`config.mk`:
```
export PLATFORM = sky130hd
export DESIGN_NAME = bounce_glyph_sprite_flat
export DESIGN_NICKNAME = d
export VERILOG_FILES = /design/src/rtl/bounce_glyph_sprite_if.sv /design/src/rtl/bounce_glyph_sprite.sv /design/src/flat_wrapper.sv
export SDC_FILE = /design/constraint.sdc
export NUM_CORES = 1
export LEC_CHECK = 0
export CORE_ASPECT_RATIO = 0.6
export CORE_MARGIN = 2
export CORE_UTILIZATION = 45
export CTS_CLUSTER_SIZE = 16
export DETAILED_ROUTE_END_ITERATION = 6
export GPL_TIMING_DRIVEN = 0
export HOLD_SLACK_MARGIN = 0.12
export SYNTH_ARGS = -nofsm -noshare
export SYNTH_HDL_FRONTEND = slang
export SYNTH_SLANG_ARGS = --single-unit
```
`constraint.sdc`:
```
create_clock -name clk -period 5.4 [get_ports clk]
set_input_delay 1.08 -clock clk [delete_from_list [all_inputs] [get_ports clk]]
set_output_delay 1.08 -clock clk [all_outputs]
set_load 0.01 [all_outputs]
```
`src/rtl/bounce_glyph_sprite_if.sv`:
```
// Bitmap load bus for bounce_glyph_sprite.
//   bm_we   : row write strobe
//   bm_addr : row to write (log2(H) bits)
//   bm_data : row pixels, bit W-1 is the leftmost pixel
// master drives the bus (host side), slave receives it (sprite side).
interface bounce_glyph_sprite_if #(
  parameter int unsigned W = 32,
  parameter int unsigned H = 16
);
  localparam int unsigned AW = $clog2(H);

  logic          bm_we;
  logic [AW-1:0] bm_addr;
  logic [W-1:0]  bm_data;

  modport master (output bm_we, output bm_addr, output bm_data);
  modport slave  (input  bm_we, input  bm_addr, input  bm_data);
endinterface

```
`src/rtl/bounce_glyph_sprite.sv`:
```
// Bouncing monochrome sprite for the VGA pixel path.
// Draws a host-loadable W x H bitmap at (x_reg, y_reg), moves it on each
// frame tick with edge bounce, and emits a registered pixel-on flag/colour.
//   clk, reset         : pixel clock, synchronous active-high reset
//   video_on           : visible-area flag
//   refr_tick          : one-cycle frame tick
//   pix_x, pix_y       : current pixel coordinates
//   move_en            : 1 = bounce motion, 0 = hold position
//   bm                 : bitmap row write bus (slave)
//   sprite_on/_rgb     : registered pixel-on and colour (1 cycle latency)
//   pos_x, pos_y       : current top-left corner
//   edge_hit           : one-cycle pulse when either axis bounces
module bounce_glyph_sprite #(
  parameter int unsigned W     = 32,
  parameter int unsigned H     = 16,
  parameter int unsigned X0    = 300,
  parameter int unsigned Y0    = 10,
  parameter int unsigned SCR_W = 640,
  parameter int unsigned SCR_H = 480,
  parameter int unsigned VX    = 1,
  parameter int unsigned VY    = 1,
  parameter logic [2:0]  RGB   = 3'b101
) (
  input  logic                  clk,
  input  logic                  reset,
  input  logic                  video_on,
  input  logic                  refr_tick,
  input  logic [9:0]            pix_x,
  input  logic [9:0]            pix_y,
  input  logic                  move_en,
  bounce_glyph_sprite_if.slave  bm,
  output logic                  sprite_on,
  output logic [2:0]            sprite_rgb,
  output logic [9:0]            pos_x,
  output logic [9:0]            pos_y,
  output logic                  edge_hit
);
  localparam int unsigned CW = $clog2(W);
  localparam int unsigned AW = $clog2(H);
  localparam logic [10:0] XLIM = 11'(SCR_W - W);
  localparam logic [10:0] YLIM = 11'(SCR_H - H);

  logic [W-1:0] bitmap [H];
  logic [9:0]   x_reg, y_reg;
  logic         dir_x, dir_y;

  logic [10:0]  x_sum, y_sum;
  logic [9:0]   x_nxt, y_nxt;
  logic         dir_x_nxt, dir_y_nxt, hit_x, hit_y;

  logic         in_box, pix_bit, on_c;
  logic [CW-1:0] col;
  logic [AW-1:0] row;

  assign pos_x = x_reg;
  assign pos_y = y_reg;

  // Next position per axis; 11-bit sums so the upper-limit compare cannot wrap.
  always_comb begin
    x_sum     = {1'b0, x_reg} + 11'(VX);
    y_sum     = {1'b0, y_reg} + 11'(VY);
    x_nxt     = x_reg;
    y_nxt     = y_reg;
    dir_x_nxt = dir_x;
    dir_y_nxt = dir_y;
    hit_x     = 1'b0;
    hit_y     = 1'b0;

    if (dir_x) begin
      if (x_sum > XLIM) begin
        x_nxt = XLIM[9:0]; dir_x_nxt = 1'b0; hit_x = 1'b1;
      end else begin
        x_nxt = x_sum[9:0];
      end
    end else if ({1'b0, x_reg} < 11'(VX)) begin
      x_nxt = '0; dir_x_nxt = 1'b1; hit_x = 1'b1;
    end else begin
      x_nxt = x_reg - 10'(VX);
    end

    if (dir_y) begin
      if (y_sum > YLIM) begin
        y_nxt = YLIM[9:0]; dir_y_nxt = 1'b0; hit_y = 1'b1;
      end else begin
        y_nxt = y_sum[9:0];
      end
    end else if ({1'b0, y_reg} < 11'(VY)) begin
      y_nxt = '0; dir_y_nxt = 1'b1; hit_y = 1'b1;
    end else begin
      y_nxt = y_reg - 10'(VY);
    end
  end

  // Pixel decode: full-width box test, then low-bit offsets select the bitmap bit.
  always_comb begin
    in_box  = ({1'b0, pix_x} >= {1'b0, x_reg}) &&
              ({1'b0, pix_x} <  ({1'b0, x_reg} + 11'(W))) &&
              ({1'b0, pix_y} >= {1'b0, y_reg}) &&
              ({1'b0, pix_y} <  ({1'b0, y_reg} + 11'(H)));
    col     = CW'(pix_x - x_reg);
    row     = AW'(pix_y - y_reg);
    pix_bit = bitmap[row][CW'(W - 1) - col];
    on_c    = video_on & in_box & pix_bit;
  end

  // State and output registers; reset wins over a same-cycle bitmap write.
  always_ff @(posedge clk) begin
    if (reset) begin
      for (int i = 0; i < int'(H); i++) bitmap[i] <= '0;
      x_reg      <= 10'(X0);
      y_reg      <= 10'(Y0);
      dir_x      <= 1'b1;
      dir_y      <= 1'b1;
      sprite_on  <= 1'b0;
      sprite_rgb <= 3'b000;
      edge_hit   <= 1'b0;
    end else begin
      if (bm.bm_we) bitmap[bm.bm_addr] <= bm.bm_data;
      if (refr_tick && move_en) begin
        x_reg    <= x_nxt;
        y_reg    <= y_nxt;
        dir_x    <= dir_x_nxt;
        dir_y    <= dir_y_nxt;
        edge_hit <= hit_x | hit_y;
      end else begin
        edge_hit <= 1'b0;
      end
      sprite_on  <= on_c;
      sprite_rgb <= on_c ? RGB : 3'b000;
    end
  end
endmodule

```
`src/flat_wrapper.sv`:
```
// flat-port wrapper written by rule: the top's interface ports become plain ports
module bounce_glyph_sprite_flat 
#(
  parameter int unsigned W     = 32,
  parameter int unsigned H     = 16,
  parameter int unsigned X0    = 300,
  parameter int unsigned Y0    = 10,
  parameter int unsigned SCR_W = 640,
  parameter int unsigned SCR_H = 480,
  parameter int unsigned VX    = 1,
  parameter int unsigned VY    = 1,
  parameter logic [2:0]  RGB   = 3'b101
)
  (clk, reset, video_on, refr_tick, pix_x, pix_y, move_en, sprite_on, sprite_rgb, pos_x, pos_y, edge_hit, bm_bm_we, bm_bm_addr, bm_bm_data);
  bounce_glyph_sprite_if #(.W(W), .H(H)) bm_i ();
  input  logic clk;
  input  logic reset;
  input  logic video_on;
  input  logic refr_tick;
  input  logic [9:0] pix_x;
  input  logic [9:0] pix_y;
  input  logic move_en;
  output logic sprite_on;
  output logic [2:0] sprite_rgb;
  output logic [9:0] pos_x;
  output logic [9:0] pos_y;
  output logic edge_hit;
  input wire logic [$bits(bm_i.bm_we)-1:0] bm_bm_we;
  input wire logic [$bits(bm_i.bm_addr)-1:0] bm_bm_addr;
  input wire logic [$bits(bm_i.bm_data)-1:0] bm_bm_data;
  assign bm_i.bm_we = bm_bm_we;
  assign bm_i.bm_addr = bm_bm_addr;
  assign bm_i.bm_data = bm_bm_data;
  bounce_glyph_sprite #(.W(W), .H(H), .X0(X0), .Y0(Y0), .SCR_W(SCR_W), .SCR_H(SCR_H), .VX(VX), .VY(VY), .RGB(RGB)) u_core (.clk(clk), .reset(reset), .video_on(video_on), .refr_tick(refr_tick), .pix_x(pix_x), .pix_y(pix_y), .move_en(move_en), .bm(bm_i), .sprite_on(sprite_on), .sprite_rgb(sprite_rgb), .pos_x(pos_x), .pos_y(pos_y), .edge_hit(edge_hit));
endmodule
```
; Word-level counts from Yosys, hierarchy flattened
; Memories as Yosys holds them, arrays and structs flattened.
; Cells that the tools add are included.
[totals]
ff_bits = 27
ram_bits = 512
input_bits = 62
out_inout_bits = 25
wordCells = 63
mem_count = 1
[mem_list]
columns = name, depth, width, read_ports, rd_clocked_by_memory_dff, write_ports, line_no
row1 = u_core.bitmap, 16, 32, 1, 0, 16, bounce_glyph_sprite.sv:43  ; logic [W-1:0] bitmap [H];
[op_classes]
addsub = 9
order_cmp = 9
muxes = 27
bitwise_logic = 4
n_reduce_logical = 6
[op_table]
columns = cell, count
row1 = $mux 10, 6
row2 = $mux 32, 1
row3 = $reduce_or 32->1, 1
row4 = $add 10x1->11 const B, 2
row5 = $lt 10x11->1, 2
row6 = $ge 10x10->1, 2
row7 = $lt 10x1->1 const B, 2
row8 = $sub 10x1->10 const B, 2
row9 = $mux 1, 17
row10 = $add 10x5->11 const B, 1
row11 = $add 10x6->11 const B, 1
row12 = $gt 11x10->1 const B, 1
row13 = $gt 11x9->1 const B, 1
row14 = $lt 5x6->1 const B, 1
row15 = $bmux 1 s5, 1
row16 = $sub 5x5->5, 1
row17 = $sub 5x5->5 const A, 1
row18 = $logic_and 1x1->1, 4
row19 = $mux 4, 1
row20 = $sub 4x4->4, 1
row21 = $mux 3, 1
row22 = $and 1x1->1, 2
row23 = $reduce_or 2->1, 1
row24 = $not 1->1, 1
row25 = $or 1x1->1, 1

; Depth between registers and ports, before layout
; Gate-level depths: netlist (run 1).
[depth]
depth_word = 8
depth_mapped = 15
mapped_depth_nobuf = 12

; Worst setup path after synthesis (run 1)
; Ideal clock, no wire load.
[synth_timing]
path_kind = input to register
from = input reset
to = memory u_core.bitmap[12][0], enable pin
setup_time_ps = 466
arrival_time_ps = 3981
required_time_ps = 4934
path_slack_ps = 953
path_stages = 5
n_path_buf = 1
path_cell_list = inv_1 -> nand2_1 -> or3_1 -> clkbuf_1 -> o21ai_0
[synth_rtl]
columns = item, line_no
row1 = start: declaration, flat_wrapper.sv:17  ; input logic reset;
row2 = end: declaration, bounce_glyph_sprite.sv:43

; Worst setup path in the final report (run 1)
[layout_timing]
from = input pix_y[0]
to = register u_core.sprite_rgb[0]
[layout_via]
elab_chain_len = 6
elab_cells_between_ends = 11
cone_classes = add/sub: 1 / order compare: 2 / mux: 3 / bitwise: 2 / reduce/logical: 2 / memory: 1
[layout_lines]
columns = item, line_no
row1 = start: declaration, flat_wrapper.sv:21  ; input logic [9:0] pix_y;
row2 = $sub 4x4->4 / $ge 10x10->1 (equally long branches), "bounce_glyph_sprite.sv:101, bounce_glyph_sprite.sv:98"
row3 = $mem_v2 16x32 / $logic_and 1x1->1 (equally long branches), -
row4 = $bmux 1 s5 / $logic_and 1x1->1 (equally long branches), "bounce_glyph_sprite.sv:102, bounce_glyph_sprite.sv:98"
row5 = $mux 1 (implied by the code) / $and 1x1->1 (equally long branches), "bounce_glyph_sprite.sv:102, bounce_glyph_sprite.sv:103"
row6 = $and 1x1->1 *, bounce_glyph_sprite.sv:103  ; on_c = video_on & in_box & pix_bit;
row7 = $mux 3 *, bounce_glyph_sprite.sv:129  ; sprite_rgb <= on_c ? RGB : 3'b000;
row8 = end signal: assignment, bounce_glyph_sprite.sv:129
row9 = end: declaration, bounce_glyph_sprite.sv:33  ; output logic [2:0] sprite_rgb,
; Mark *: on every way between the ends. The rest lies on a longest branch, timed or not. The select of a mux whose other input is x is not followed.
; A chain may end at the register's enable or synchronous reset.

==> results.txt, run 1 <==
* Commonest cells after routing, fill and taps aside: sky130_fd_sc_hd__and2_1 (513), sky130_fd_sc_hd__edfxtp_1 (512), sky130_fd_sc_hd__mux4_2 (146)
- The floorplan step defined a die boundary enclosing 0.0606 sq mm.
* DIE HEIGHT: 191 um
- Crit start category: primary input
- Total via count in the routed design: 16,633
- The clock passes through at most 3 buffers.
* Syn Std Cell Area: 0.0263 sq mm
- Critical path capture point type: flop
* Category of cells accounting for the largest share of critical-path delay: buffers and inverters
* Commonest non-fill, non-tap cell in the layout: sky130_fd_sc_hd__and2_1
- Across the whole layout, storage elements account for 0.0159 sq mm.
- Library cell contributing the largest single delay on the critical path: sky130_fd_sc_hd__buf_1
* Later-pin clock latency in the skew report: 0.60 ns
* Setup tns final: 0 ns
- The final layout contains routed wiring with a total length of 80.1 mm.
- Cell chosen for the clock root: sky130_fd_sc_hd__clkbuf_16
- Clock skew on the completed layout was measured at 0.0148 ns.
* Status: completed
* DRC violations left: 0
- After the first detailed-routing iteration, the DRC count stood at 2,105.
- After detailed placement, the total cell area comes to 0.0286 sq mm.
- I/O pins: 87
* Fin nets: 2,084
* Type of the most critical hold path: reg -> reg
* Clock sink total: 536
- Area of the core region: 0.0577 sq mm
* HPWL reported at the end of detailed placement: 54.6 mm
- Fill cells in the final layout number 4,880.
* Proportion of register bits with asynchronous set or reset after synthesis: 0%
- Dividing the detail-routed via count by the number of cells gives 5.98.
* Slew Limit Fails: 0
- For this run, the total global-route usage over all layers was measured as 26.7%.
- Across the VDD grid, the largest voltage drop is 235 uV.
* Number of synthesized flops with an enable pin: 512
- The via count of the first global-routing pass was 16,318.
* Critical Path, Cell by Cell: clkdlybuf4s50_1 > inv_1 > ha_1 > inv_1 > fa_1 > buf_4 > buf_6 > buf_2 > buf_1 > mux4_2 > mux2i_1 > nor3_1 > nor3_1 > o211ai_1 > nand4_1 > nor4_1
* Clock-pin slew on the worst setup and hold paths: 0.07 ns
* Leakage: 0.0104 uW
- Starting Density: 45.7%
* Final instance area: 0.0301 sq mm
- Library cells used by synthesis: 69
* CP max stage delay: 0.75 ns
* Post-route fraction of the period consumed by the critical path: 97.3%
- The initialized floorplan defines 68 standard-cell rows.
* Final antenna-violating net count: 0
- Across the run, the number of max-cap violations was 0.
- Max Fclk: 0.190 GHz
- The area growth from synthesis to layout is 14.4%.
- Routability-driven placement finished with a final weighted congestion of 0.901.
- Synthesized instance count: 1,826
- The number of clock buffers added by TritonCTS is 50.
- Summing internal, switching and leakage power gives 9730 uW.
* Minimum clock period after layout: 5.26 ns
- Initial DRT Pass Iterations: 5
* Synthesized Nets: 1,933
- Each instance of the synthesized netlist takes up on average 14.4 sq um.
- Endpoint required time on the critical path: 5.82 ns
- After detailed routing, the average wire length per cell comes to 28.8 um.
- Data on the critical path arrives at its endpoint at 5.68 ns.
- Share of cells above drive strength 1: 14.5%
* Htree depth: 2
* Die outline width: 316 um
* Antenna violations before repair: 2
* Worst max-slew margin expressed relative to the limit: 10.1%
* Global-route wire length before repair: 114 mm
- Yosys printed 0 warnings.
- In this run the power density over the cells is 323 mW/mm^2.
* Highest fanout seen on the critical path: 10
* Number of register bits inferred by synthesis: 536
- Flip-flop cell with the highest count after synthesis: sky130_fd_sc_hd__edfxtp_1
* Overflow left after global routing: 0
- Before CTS, the worst setup slack after placement is -0.577 ns.
* Largest net degree at the start of global routing: 33
- Final-report hold violation count: 0
* Multi-input gate area: 0.00979 sq mm
- Part of the Yosys area used for sequential elements: 60.2%
- Buffers placed on the I/O ports in this run total 85.
- WP buf/inv: 7
- Type of the worst setup path: in -> reg
* Setup violations, final: 0
- Setup repair after global routing missed its margin: false
* Actual transition at the worst max-transition pin: 1.34 ns
- Setup slack after layout: 0.144 ns
- Clock tree from TritonCTS: done
[cell type report]
class	count	area share, %
timing repair buffer	100	3.93
multi-input combinational	1105	32.5
buffer	150	2.37
clock buffer	69	4.49
sequential	536	52.6
clock inverter	15	0.469
inverter	34	0.424
antenna	2	0.0166
tap	770	3.20
[metrics by stage]
stage	cells	hold slack, ns	utilization, %
after floorplan	1826	0.550	-
after global placement	2681	0.560	48.8
after detailed placement	2695	0.568	49.6
after CTS	2779	0.579	52.2
after global routing	2780	0.633	52.2
final	2781	0.595	52.2
[power by group]
group          switching [uW]  internal (uW)
Clock                    1580           1840
Combinational             852            615
Sequential               63.4           4770
[worst paths after layout]
kind                         from                   end  slack (ns)  depth (start not counted)
hold / removal    u_core.pos_y[7]       u_core.pos_y[7]        0.59                          2
hold reg to reg   u_core.pos_y[7]       u_core.pos_y[7]        0.59                          2
setup reg to reg  u_core.pos_y[1]  u_core.sprite_rgb[0]        0.54                         13
setup / recovery         pix_y[0]  u_core.sprite_rgb[0]        0.14                         16
[Yosys cell counts (8+ instances only)]
| master | instances | share of area (%) |
|---|---|---|
| sky130_fd_sc_hd__nand2_1 | 25 | 0.36 |
| sky130_fd_sc_hd__mux2i_1 | 23 | 0.87 |
| sky130_fd_sc_hd__edfxtp_1 | 512 | 58 |
| sky130_fd_sc_hd__buf_2 | 14 | 0.27 |
| sky130_fd_sc_hd__nor3_1 | 26 | 0.49 |
| sky130_fd_sc_hd__inv_1 | 33 | 0.47 |
| sky130_fd_sc_hd__ha_1 | 43 | 2.0 |
| sky130_fd_sc_hd__a211oi_1 | 24 | 0.68 |
| sky130_fd_sc_hd__buf_6 | 9 | 0.38 |
| sky130_fd_sc_hd__clkbuf_1 | 112 | 1.6 |
| sky130_fd_sc_hd__a21o_1 | 11 | 0.31 |
| sky130_fd_sc_hd__o211ai_1 | 8 | 0.23 |
| sky130_fd_sc_hd__nor2_1 | 44 | 0.63 |
| sky130_fd_sc_hd__a21oi_1 | 33 | 0.63 |
| sky130_fd_sc_hd__nand3_1 | 26 | 0.49 |
| sky130_fd_sc_hd__and2_1 | 513 | 12 |
| sky130_fd_sc_hd__buf_4 | 14 | 0.40 |
| sky130_fd_sc_hd__o21ai_0 | 32 | 0.61 |
| sky130_fd_sc_hd__nor2b_1 | 14 | 0.33 |
| sky130_fd_sc_hd__xnor2_1 | 20 | 0.66 |
| sky130_fd_sc_hd__dfxtp_1 | 24 | 1.8 |
| sky130_fd_sc_hd__mux4_2 | 146 | 12 |
[worst register-to-register path, cell delays in order (launching register included)]
cell and delay, ns:
sky130_fd_sc_hd__dfxtp_1 0.53, sky130_fd_sc_hd__inv_1 0.22, sky130_fd_sc_hd__fa_1 0.56, sky130_fd_sc_hd__buf_4 0.24, sky130_fd_sc_hd__buf_6 0.22, sky130_fd_sc_hd__buf_2 0.43, sky130_fd_sc_hd__buf_1 0.75, sky130_fd_sc_hd__mux4_2 0.37
sky130_fd_sc_hd__mux2i_1 0.09, sky130_fd_sc_hd__nor3_1 0.19, sky130_fd_sc_hd__nor3_1 0.09, sky130_fd_sc_hd__o211ai_1 0.24, sky130_fd_sc_hd__nand4_1 0.16, sky130_fd_sc_hd__nor4_1 0.60
[layer usage]
| layer | track usage (%) | vias to the layer above | part of all wire [%] |
|---|---|---|---|
| li1 | - | 7069 | - |
| met1 | 40.1 | 8490 | 44 |
| met2 | 37.5 | 945 | 42 |
| met3 | 8.45 | 125 | 12 |
| met4 | 5.81 | 4 | 2.0 |
| met5 | 2.27 | - | 0.23 |
[sequential cells by signal (all words and copies together), names as in the netlist]
register and flops:
u_core.pos_y 10, u_core.sprite_rgb 1, u_core.bitmap 512, u_core.edge_hit 1, u_core.dir_y 1, u_core.dir_x 1, u_core.pos_x 10
[cell families after synthesis]
| logic type | synth area share (%) |
|---|---|
| AO/OA/AOI/OAI | 4.57 |
| AND/OR/NAND/NOR | 15.5 |
| other | 0.0142 |
| XOR/XNOR | 0.798 |
| flip-flops | 60.2 |
| multiplexers | 13.5 |
| adder cells (fa/ha/maj) | 2.19 |
| buffers and inverters | 3.20 |
[repair_timing]
item                       4_1_cts  5_1_grt
buffers inserted                 0        0
resized for setup                0        6
hold buffers                     0        0
setup endpoints to repair        0        1
Note: power is estimated with default switching activity, not from simulation.
==> run 2: changes to the inputs <==
--- a/config.mk
+++ b/config.mk
@@ -12,6 +12,8 @@
 export DETAILED_ROUTE_END_ITERATION = 6
 export GPL_TIMING_DRIVEN = 0
 export HOLD_SLACK_MARGIN = 0.12
+export SKIP_CTS_REPAIR_TIMING = 1
+export SLEW_MARGIN = 25
 export SYNTH_ARGS = -nofsm -noshare
 export SYNTH_HDL_FRONTEND = slang
 export SYNTH_SLANG_ARGS = --single-unit
==> run 2 against run 1 <==
Against the previous run: non-clock buffer count increased by 11; register-to-register slack improved by 0.06 ns; via count decreased by 0.34%; die area unchanged; fmax decreased by 0.25%; combinational power about the same; largest power group unchanged; worst hold slack got worse by 0.0036 ns; utilization increased by 0.92 points.
==> results.txt, run 2 (synthesis gave the netlist of run 1 again) <==
- The flow ran to the end, and the final reports show no timing, DRC or antenna violations.
* Number of buffers created by CTS: 52 (+4.0%)
* Pwr dens: 324 mW/mm^2 (+0.41%)
* Critical path capture point type: flop
- The worst setup slack for register-to-register paths was 0.60 ns (+0.06 ns).
- Crit start category: primary input
- Routed wire length: 79.8 mm (-0.32%)
- Relative area change from synthesis to final layout: 16.4%
- Most flops, register: u_core.bitmap
- Final-report hold violation count: 0 (unchanged)
* Clock tree from TritonCTS: done
- The cell sitting at the root of the clock tree is a sky130_fd_sc_hd__clkbuf_16.
- Signal arrival time at the worst endpoint: 5.69 ns (about the same)
- Worst max-slew margin expressed relative to the limit: 28.7% (+19 points)
- Commonest non-fill, non-tap cell in the layout: sky130_fd_sc_hd__and2_1
- Worst R2R Start: u_core.pos_y[1]
* Leakage: 0.0106 uW (+2.4%)
- Global routing usage summed across all routing layers: 27.0% (+0.26 points)
- The worst setup path is of the in -> reg kind.
- Placed cell areas: 0.0290 sq mm (+1.3%)
- Total power: 9940 uW (+2.2%)
- The pre-CTS setup slack is -0.408 ns (+0.168 ns).
- The initial antenna violation count came to 3 (+1).
- Cell depth of the worst flop-to-flop path: 13 (unchanged)
- The standard-cell row count came to 68 (unchanged).
- Starting Density: 45.7% (unchanged)
* Final design utilization: 53.2% (+0.92 points)
- Multi-input gate area: 0.00983 sq mm (+0.41%)
- The maximum resistive drop on vdd is 253 uV (+7.7%).
* Setup repair after global routing missed its margin: false
* Number of max-cap violations: 0 (unchanged)
- The final setup violation count was 0 (unchanged).
- Highest fanout seen on the critical path: 10 (unchanged)
- The final clock skew came to 0.0110 ns (-0.00374 ns).
* Post-route worst hold slack: 0.591 ns (-0.00361 ns)
- The quantity of I/O buffers inserted on ports came to 85 (unchanged).
- The critical path starts at pix_y[0].
- Clock sink total: 536 (unchanged)
* Largest net degree at the start of global routing: 33 (unchanged)
- The maximum buffer depth of the clock tree is 3 (unchanged).
- In this run the worst setup path terminates at u_core.sprite_rgb[0].
* Total Die Area: 0.0606 sq mm (unchanged)
- In this run the critical register-to-register path is captured at u_core.sprite_rgb[0].
- Share of cells above drive strength 1: 15.8% (+1.3 points)
- Setup slack after layout: 0.131 ns (-0.0132 ns)
* Fillcell total: 4,754 (-2.6%)
- Initial DRT Pass Iterations: 5 (unchanged)
- The vias after detailed routing came to 16,577 (-0.34%).
- Number of violations reported at the end of detailed-routing iteration 0: 2,198 (+4.4%)
- The final period demand of the worst path came to 5.27 ns (+0.0132 ns).
- Final instance area: 0.0307 sq mm (+1.8%)
* Htree depth: 2 (unchanged)
- Clock-pin slew on the worst setup and hold paths: 0.07 ns (about the same)
* Flip-flop count of the largest register, all copies and words added: 512 (unchanged)
- The number of pins exceeding their max-slew limit in the final report came to 0 (unchanged).
* Max Fclk: 0.190 GHz (-0.25%)
- Startpoint of the worst hold path: u_core.pos_y[7]
- Global-route wire length before repair: 115 mm (+1.1%)
- The insertion delay to the later sink of the worst-skew pair was 0.61 ns (about the same).
- The required time reported for the critical path endpoint is 5.83 ns (about the same).
- Gp weighted congestion: 0.901 (unchanged)
- Post-route fraction of the period consumed by the critical path: 97.6% (+0.24 points)
* Final antenna-violating net count: 0 (unchanged)
- The residual overflow from global routing is 0 (unchanged).
- I/O pins: 87 (unchanged)
* Die outline width: 316 um (unchanged)
- HPWL reported at the end of detailed placement: 55.3 mm (+1.4%)
* Area used by sequential logic in the layout: 0.0159 sq mm (unchanged)
- Commonest cells after routing, fill and taps aside: sky130_fd_sc_hd__and2_1 (513), sky130_fd_sc_hd__edfxtp_1 (512), sky130_fd_sc_hd__mux4_2 (146)
- The number of nets in the finished design came to 2,097 (+0.62%).
- Via count of the first global-routing pass: 16,410 (+0.56%)
- The wire length per cell is 28.4 um (-1.4%).
- The count of cells along the worst hold path was 2 (unchanged).
* Mean number of vias per cell: 5.90 (-1.4%)
- Actual transition at the worst max-transition pin: 1.07 ns (-0.275 ns)
* Area of the core region: 0.0577 sq mm (unchanged)
* DIE HEIGHT: 191 um (unchanged)
* DRC violations left: 0 (unchanged)
- The worst hold path belongs to the class reg -> reg.
-- run 2: changes by cell type in the layout (fill, tap and decap cells not counted), sizes merged --
cell and change:
buf +10, bufinv +1, clkbuf +1, clkinv +11, diode +5, inv +1
-- run 2: through the flow --
step,TNS [ns],std cells
floorplan,0,1826
global placement,-989.74,2681
detailed placement,-0.408,2706
CTS,0,2803
global route,0,2804
finish,0,2810
-- run 2: cell type report --
class	instances	area share (%)
Multi-Input combinational cell	1105	32.0
Antenna cell	7	0.0571
Timing Repair Buffer	110	4.95
Clock buffer	69	4.59
Inverter	34	0.416
Tap cell	770	3.14
Clock inverter	28	0.734
Buffer	151	2.35
Sequential cell	536	51.7
-- run 2: critical path, cell delays in order --
cell and delay, ns:
sky130_fd_sc_hd__clkdlybuf4s50_1 0.43, sky130_fd_sc_hd__inv_1 0.07, sky130_fd_sc_hd__ha_1 0.18, sky130_fd_sc_hd__inv_1 0.06, sky130_fd_sc_hd__fa_1 0.50, sky130_fd_sc_hd__buf_4 0.23
sky130_fd_sc_hd__buf_6 0.23, sky130_fd_sc_hd__buf_2 0.43, sky130_fd_sc_hd__buf_1 0.72, sky130_fd_sc_hd__mux4_2 0.36, sky130_fd_sc_hd__mux2i_1 0.09, sky130_fd_sc_hd__nor3_1 0.19
sky130_fd_sc_hd__nor3_1 0.08, sky130_fd_sc_hd__o211ai_1 0.24, sky130_fd_sc_hd__nand4_1 0.16, sky130_fd_sc_hd__nor4_1 0.63
-- run 2: worst min path at each step --
stage | endpoint | slack (ns)
floorplan | u_core.pos_y[7] | 0.55
global placement | u_core.pos_y[7] | 0.56
detailed placement | u_core.pos_y[7] | 0.58
CTS | u_core.pos_y[7] | 0.59
global route | u_core.pos_y[7] | 0.60
finish | u_core.pos_y[7] | 0.59
-- run 2: power breakdown --
group	leakage (uW)	total [uW]	switching (uW)	internal, uW
Clock	0.000800	3600	1620	1980
Combinational	0.00475	1500	859	644
Sequential	0.00508	4840	63.3	4770
Total	0.0106	9940	2540	7400
-- run 2: routing by layer --
layer	vias up	part of all wire [%]	global-route usage (%)	routed length, um
met4	6	2.2	6.15	1770
li1	7134	-	-	-
met3	121	12	9.07	9560
met5	-	0.12	0.812	97
met2	892	42	37.9	33200
met1	8424	44	40.2	35200
